`src/rtl/load_store_unit.sv`:
```
// Data-memory access stage: turns ALU effective address plus control into a
// req/ack memory transaction, formats load results and flags faulty accesses.
module load_store_unit #(
    parameter int TIMEOUT = 255,
    parameter int CNT_W   = 8
) (
    input  logic        clk,
    input  logic        rst_n,
    input  logic        req_valid,
    input  logic        mem_read,
    input  logic        mem_write,
    input  logic [2:0]  funct3,
    input  logic [31:0] addr,
    input  logic [31:0] store_data,
    output logic        mem_req,
    output logic        mem_we,
    output logic [31:0] mem_addr,
    output logic [31:0] mem_wdata,
    output logic [3:0]  mem_be,
    input  logic [31:0] mem_rdata,
    input  logic        mem_ack,
    output logic [31:0] load_data,
    output logic        done,
    output logic        err,
    output logic [1:0]  err_code,
    output logic        stall
);

    typedef enum logic [1:0] {IDLE, REQ, DONE, ERR} state_t;

    state_t           state, state_next;
    logic [CNT_W-1:0] cnt;
    logic [2:0]       funct3_q;
    logic [1:0]       off_q;
    logic [1:0]       code_q;
    logic [1:0]       code_next;
    logic             legal, misaligned, timeout_hit;
    logic [3:0]       be_next;
    logic [31:0]      wdata_next;
    logic [31:0]      shifted, fmt_load;

    // Decode the incoming access: legality, alignment, lane enables and store data.
    always_comb begin
        legal      = 1'b0;
        be_next    = 4'b1111;
        wdata_next = 32'h0;
        if (mem_read && !mem_write)
            legal = funct3 inside {3'b000, 3'b001, 3'b010, 3'b100, 3'b101};
        else if (mem_write && !mem_read)
            legal = funct3 inside {3'b000, 3'b001, 3'b010};
        misaligned = (funct3[1:0] == 2'b01 && addr[0]) ||
                     (funct3[1:0] == 2'b10 && addr[1:0] != 2'b00);
        case (funct3[1:0])
            2'b00:   be_next = 4'b0001 << addr[1:0];
            2'b01:   be_next = addr[1] ? 4'b1100 : 4'b0011;
            default: be_next = 4'b1111;
        endcase
        if (mem_write) begin
            case (funct3[1:0])
                2'b00:   wdata_next = {4{store_data[7:0]}};
                2'b01:   wdata_next = {2{store_data[15:0]}};
                default: wdata_next = store_data;
            endcase
        end
    end

    // The selected lane is shifted down to bit 0 before extension.
    always_comb begin
        shifted = mem_rdata >> {off_q, 3'b000};
        case (funct3_q)
            3'b000:  fmt_load = {{24{shifted[7]}}, shifted[7:0]};
            3'b001:  fmt_load = {{16{shifted[15]}}, shifted[15:0]};
            3'b100:  fmt_load = {24'h0, shifted[7:0]};
            3'b101:  fmt_load = {16'h0, shifted[15:0]};
            default: fmt_load = shifted;
        endcase
    end

    assign timeout_hit = (TIMEOUT != 0) && (cnt == CNT_W'(TIMEOUT - 1));

    always_comb begin
        state_next = state;
        code_next  = 2'b00;
        case (state)
            IDLE: begin
                if (req_valid) begin
                    if (!legal) begin
                        state_next = ERR;
                        code_next  = 2'b11;
                    end else if (misaligned) begin
                        state_next = ERR;
                        code_next  = 2'b01;
                    end else begin
                        state_next = REQ;
                    end
                end
            end
            REQ: begin
                // An ack in the final allowed cycle still completes normally.
                if (mem_ack) begin
                    state_next = DONE;
                end else if (timeout_hit) begin
                    state_next = ERR;
                    code_next  = 2'b10;
                end
            end
            DONE:    state_next = IDLE;
            ERR:     state_next = IDLE;
            default: state_next = IDLE;
        endcase
    end

    always_ff @(posedge clk) begin
        if (!rst_n) begin
            state     <= IDLE;
            cnt       <= '0;
            funct3_q  <= 3'b000;
            off_q     <= 2'b00;
            code_q    <= 2'b00;
            mem_we    <= 1'b0;
            mem_addr  <= 32'h0;
            mem_wdata <= 32'h0;
            mem_be    <= 4'b0000;
            load_data <= 32'h0;
        end else begin
            state <= state_next;
            cnt   <= (state == REQ) ? cnt + 1'b1 : '0;
            if (state_next == ERR)
                code_q <= code_next;
            if (state == IDLE && state_next == REQ) begin
                funct3_q  <= funct3;
                off_q     <= addr[1:0];
                mem_we    <= mem_write;
                mem_addr  <= {addr[31:2], 2'b00};
                mem_wdata <= wdata_next;
                mem_be    <= be_next;
            end
            if (state == REQ && mem_ack && !mem_we)
                load_data <= fmt_load;
        end
    end

    assign mem_req  = (state == REQ);
    assign done     = (state == DONE);
    assign err      = (state == ERR);
    assign err_code = (state == ERR) ? code_q : 2'b00;
    assign stall    = (state == IDLE && req_valid) || (state == REQ);

endmodule

```
`config.mk`:
```
export PLATFORM = sky130hd
export DESIGN_NAME = load_store_unit
export DESIGN_NICKNAME = d
export VERILOG_FILES = /design/src/rtl/load_store_unit.sv
export SDC_FILE = /design/constraint.sdc
export NUM_CORES = 1
export LEC_CHECK = 0
export CAP_MARGIN = 20
export CELL_PAD_IN_SITES_DETAIL_PLACEMENT = 2
export CELL_PAD_IN_SITES_GLOBAL_PLACEMENT = 2
export CORE_MARGIN = 8
export CORE_UTILIZATION = 26
export CTS_BUF_LIST = sky130_fd_sc_hd__clkbuf_16
export DETAILED_ROUTE_END_ITERATION = 10
export GPL_ROUTABILITY_DRIVEN = 0
export HOLD_SLACK_MARGIN = 0.12
export PLACE_DENSITY = 0.95
export SYNTH_ARGS = -nofsm -noshare
export SYNTH_HDL_FRONTEND = slang
export SYNTH_SLANG_ARGS = --single-unit
```
`constraint.sdc`:
```
create_clock -name clk -period 5.3 [get_ports clk]
set_input_delay 1.325 -clock clk [delete_from_list [all_inputs] [get_ports clk]]
set_output_delay 1.325 -clock clk [all_outputs]
set_load 0.005 [all_outputs]
```
==> reports/metrics.csv <==
stage;metric;value;unit
run_status;status;completed;
die;core-area;20200;um2
synthesis;synth-main-ff-cell;dfxtp_1;
sta;post-route-min-period;4.01;ns
pwr;power;2.52;mW
die;die_w;160;um
setup_path;cp-start-kind;primary input;
sta;finalCritPeriodShare;75.7;%
clocking;cts_made_buffers;17;
route;wl;24700;um
die;die_area;25500;um2
place;preCtsSetupSlack;0.940;ns
grt;grt_pass1_wl;38300;um
sta;setup_ws;1.29;ns
setup_path;worst-setup-path-type;primary input to flip-flop;
clocking;cts-resized-gates;0;
synthesis;synthCells;625;
sta;whs;0.459;ns
grt;grt_pass1_vias;6462;
synthesis;synth_area_leaders;dfxtp_1 (43%), a21oi_1 (8.4%), mux2i_1 (8.0%), o21ai_0 (7.6%), nand2_1 (4.6%);
pwr;p_leak;2.81;nW
clocking;postCtsSetupRepairBufs;0;
route;first_iter_violations;172;
pwr;ir_worst_vdd;214;uV
sta;timing.final.max_slew_violations;0;
synthesis;synth_seq_cells;116;
pwr;power_density;307;nW/um2
clocking;cts_hold_buffers;0;
sta;hold_viol_final;0;
setup_path;critPathCaptureType;flip-flop;
clocking;cts_tree;done;
place;port_buffers;209;
synthesis;synth.avg_cell_area;8.58;um2
clocking;htreeDepth;4;
die;rows;52;
sta;rsz0062_at_grt;false;
grt;antenna_found_initial;1;
clocking;clk_path_buf_depth;2;
synthesis;synthDistinctLibCells;50;
grt;grtUsageTotal;19.1;%
synthesis;syn_area;5360;um2
route;vias_per_cell;5.16;
final_layout;fillers;2239;
route;antenna_left;0;
sta;clock_skew;0.00755;ns
place;place_hpwl;18100;um
final_layout;areaGrowthSynthToFinish;53.2;%
sta;slew_headroom;32.7;%
grt;overflow;0;
die;floorplan.initialDensity;26.5;%
setup_path;path_max_fanout;48;
route;vias;5646;
final_layout;final_net_count;918;
clocking;cts.clk_slew.worst_paths;0.06;ns
setup_path;required;5.62;ns
sta;fmax;249;MHz
clocking;root_buffer;clkbuf_16;
synthesis;synth_edf_count;0;
clocking;insertion_delay;0.40;ns
sta;fin_tns_setup;0;ns
synthesis;async_reset_ff_share;0;%
synthesis;synth_top_area_share;43.3;%
synthesis;seq_area_frac_synth;43.3;%
clocking;cts.sinks;116;
sta;setup_viol;0;
synthesis;yosysWarningCount;0;
setup_path;critPathArrivalTime;4.33;ns
die;die_h;160;um
route;drc_errors;0;
final_layout;drive_gt1_share;8.02;%
route;first_pass_iters;4;
route;wire_per_inst;22.6;um
grt;grt_max_degree;57;
synthesis;yosysTopAreaCell;dfxtp_1;
final_layout;final_util;40.6;%
hold_path;min_path_type;flip-flop to flip-flop;
job;max_cap_violations;0;
die;ios;212;
sta;worst_pin_slew;1.01;ns
worst paths after layout:
check                                 start                         end  slack [ns]  cells after the start
setup / recovery                  mem_write  mem_wdata[14]$_SDFFE_PN0P_        1.29                      6
hold / removal    load_data[0]$_SDFFE_PN0P_   load_data[0]$_SDFFE_PN0P_        0.46                      2
setup reg to reg      off_q[1]$_SDFFE_PN0P_  load_data[19]$_SDFFE_PN0P_        3.02                      5
hold reg to reg   load_data[0]$_SDFFE_PN0P_   load_data[0]$_SDFFE_PN0P_        0.46                      2
sequential cells by signal, summed over array words and instances, names as in the netlist, 3 cells and up:
register   flops
mem_addr      30
load_data     32
mem_wdata     32
funct3_q       3
cnt            8
mem_be         4
critical path, cell delays in order:
cell and delay (ns):
clkdlybuf4s50_1 0.99, inv_2 0.14, a2111oi_4 0.47, o21a_4 0.60, nand3_2 0.47, o2bb2ai_1 0.32
layout by cell type, fill, tap and decap left out, types with 2 or more instances in the layout:
master / instances
o21ai_0: 81
or3_1: 2
nand2_1: 65
xor2_1: 4
dfxtp_1: 116
nand3_1: 48
clkbuf_16: 17
buf_4: 9
nand4_1: 8
o311ai_0: 2
o2bb2ai_1: 16
nor2_1: 25
o211ai_1: 8
clkinv_1: 2
a311oi_1: 3
a21oi_1: 90
ha_1: 2
mux2i_1: 43
nand2b_1: 2
and2_1: 2
clkdlybuf4s50_1: 209
nor2b_1: 6
and3_1: 4
inv_2: 3
mux2_2: 16
nor2_2: 2
conb_1: 2
inv_1: 8
bufinv_16: 5
power by group:
group	total [mW]	internal (mW)	switching, mW	leakage (nW)
sequential	0.926	0.904	0.0218	0.940
clock	1.23	0.822	0.410	0.317
combinational	0.365	0.176	0.189	1.55
total	2.52	1.90	0.621	2.81
area by class of cell:
type                            count  area (um2)  area share, %
Inverter                            7        26.3          0.320
Antenna cell                        1        2.50         0.0305
Timing Repair Buffer              219        2180           26.5
Sequential cell                   116        2320           28.3
Clock buffer                       17         425           5.18
Clock inverter                     14         195           2.38
Tap cell                          270         338           4.11
Multi-Input combinational cell    450        2720           33.2
cell usage after synthesis (3+ instances only):
cell,count
dfxtp_1,116
a21oi_1,90
o21ai_0,81
nand2_1,65
nand3_1,48
mux2i_1,43
nor2_1,25
clkbuf_1,23
mux2_2,16
o2bb2ai_1,16
buf_2,12
nand4_1,8
o211ai_1,8
nor2b_1,6
buf_1,5
buf_4,5
buf_6,5
inv_1,5
and3_1,4
xor2_1,4
a311oi_1,3
and2_1,3
through the flow:
step           cells  area (um2)
6_report        1094        8210
5_1_grt         1094        8210
4_1_cts         1091        8180
3_5_place_dp    1060        7560
3_3_place_gp    1060        7560
2_1_floorplan    626        5360
per-layer routing:
layer	track usage, %	vias to the layer above	share of wire [%]
met2	34.1	167	51
li1	-	2603	-
met3	5.43	45	5.1
met1	20.9	2831	41
met4	7.68	0	2.9
met5	0	-	0
logic make-up (layout without fill, tap and decap cells):
group	after synthesis	count (layout)	share of synthesized area (%)
other	1	3	0.0700
flip-flops	116	116	43.3
adder cells (fa/ha/maj)	2	2	0.467
buffers and inverters	60	257	6.07
XOR/XNOR	5	5	0.817
AND/OR/NAND/NOR	171	171	14.8
multiplexers	59	59	11.4
AO/OA/AOI/OAI	211	211	23.0
No activity file was read; power rests on OpenSTA's default activity.
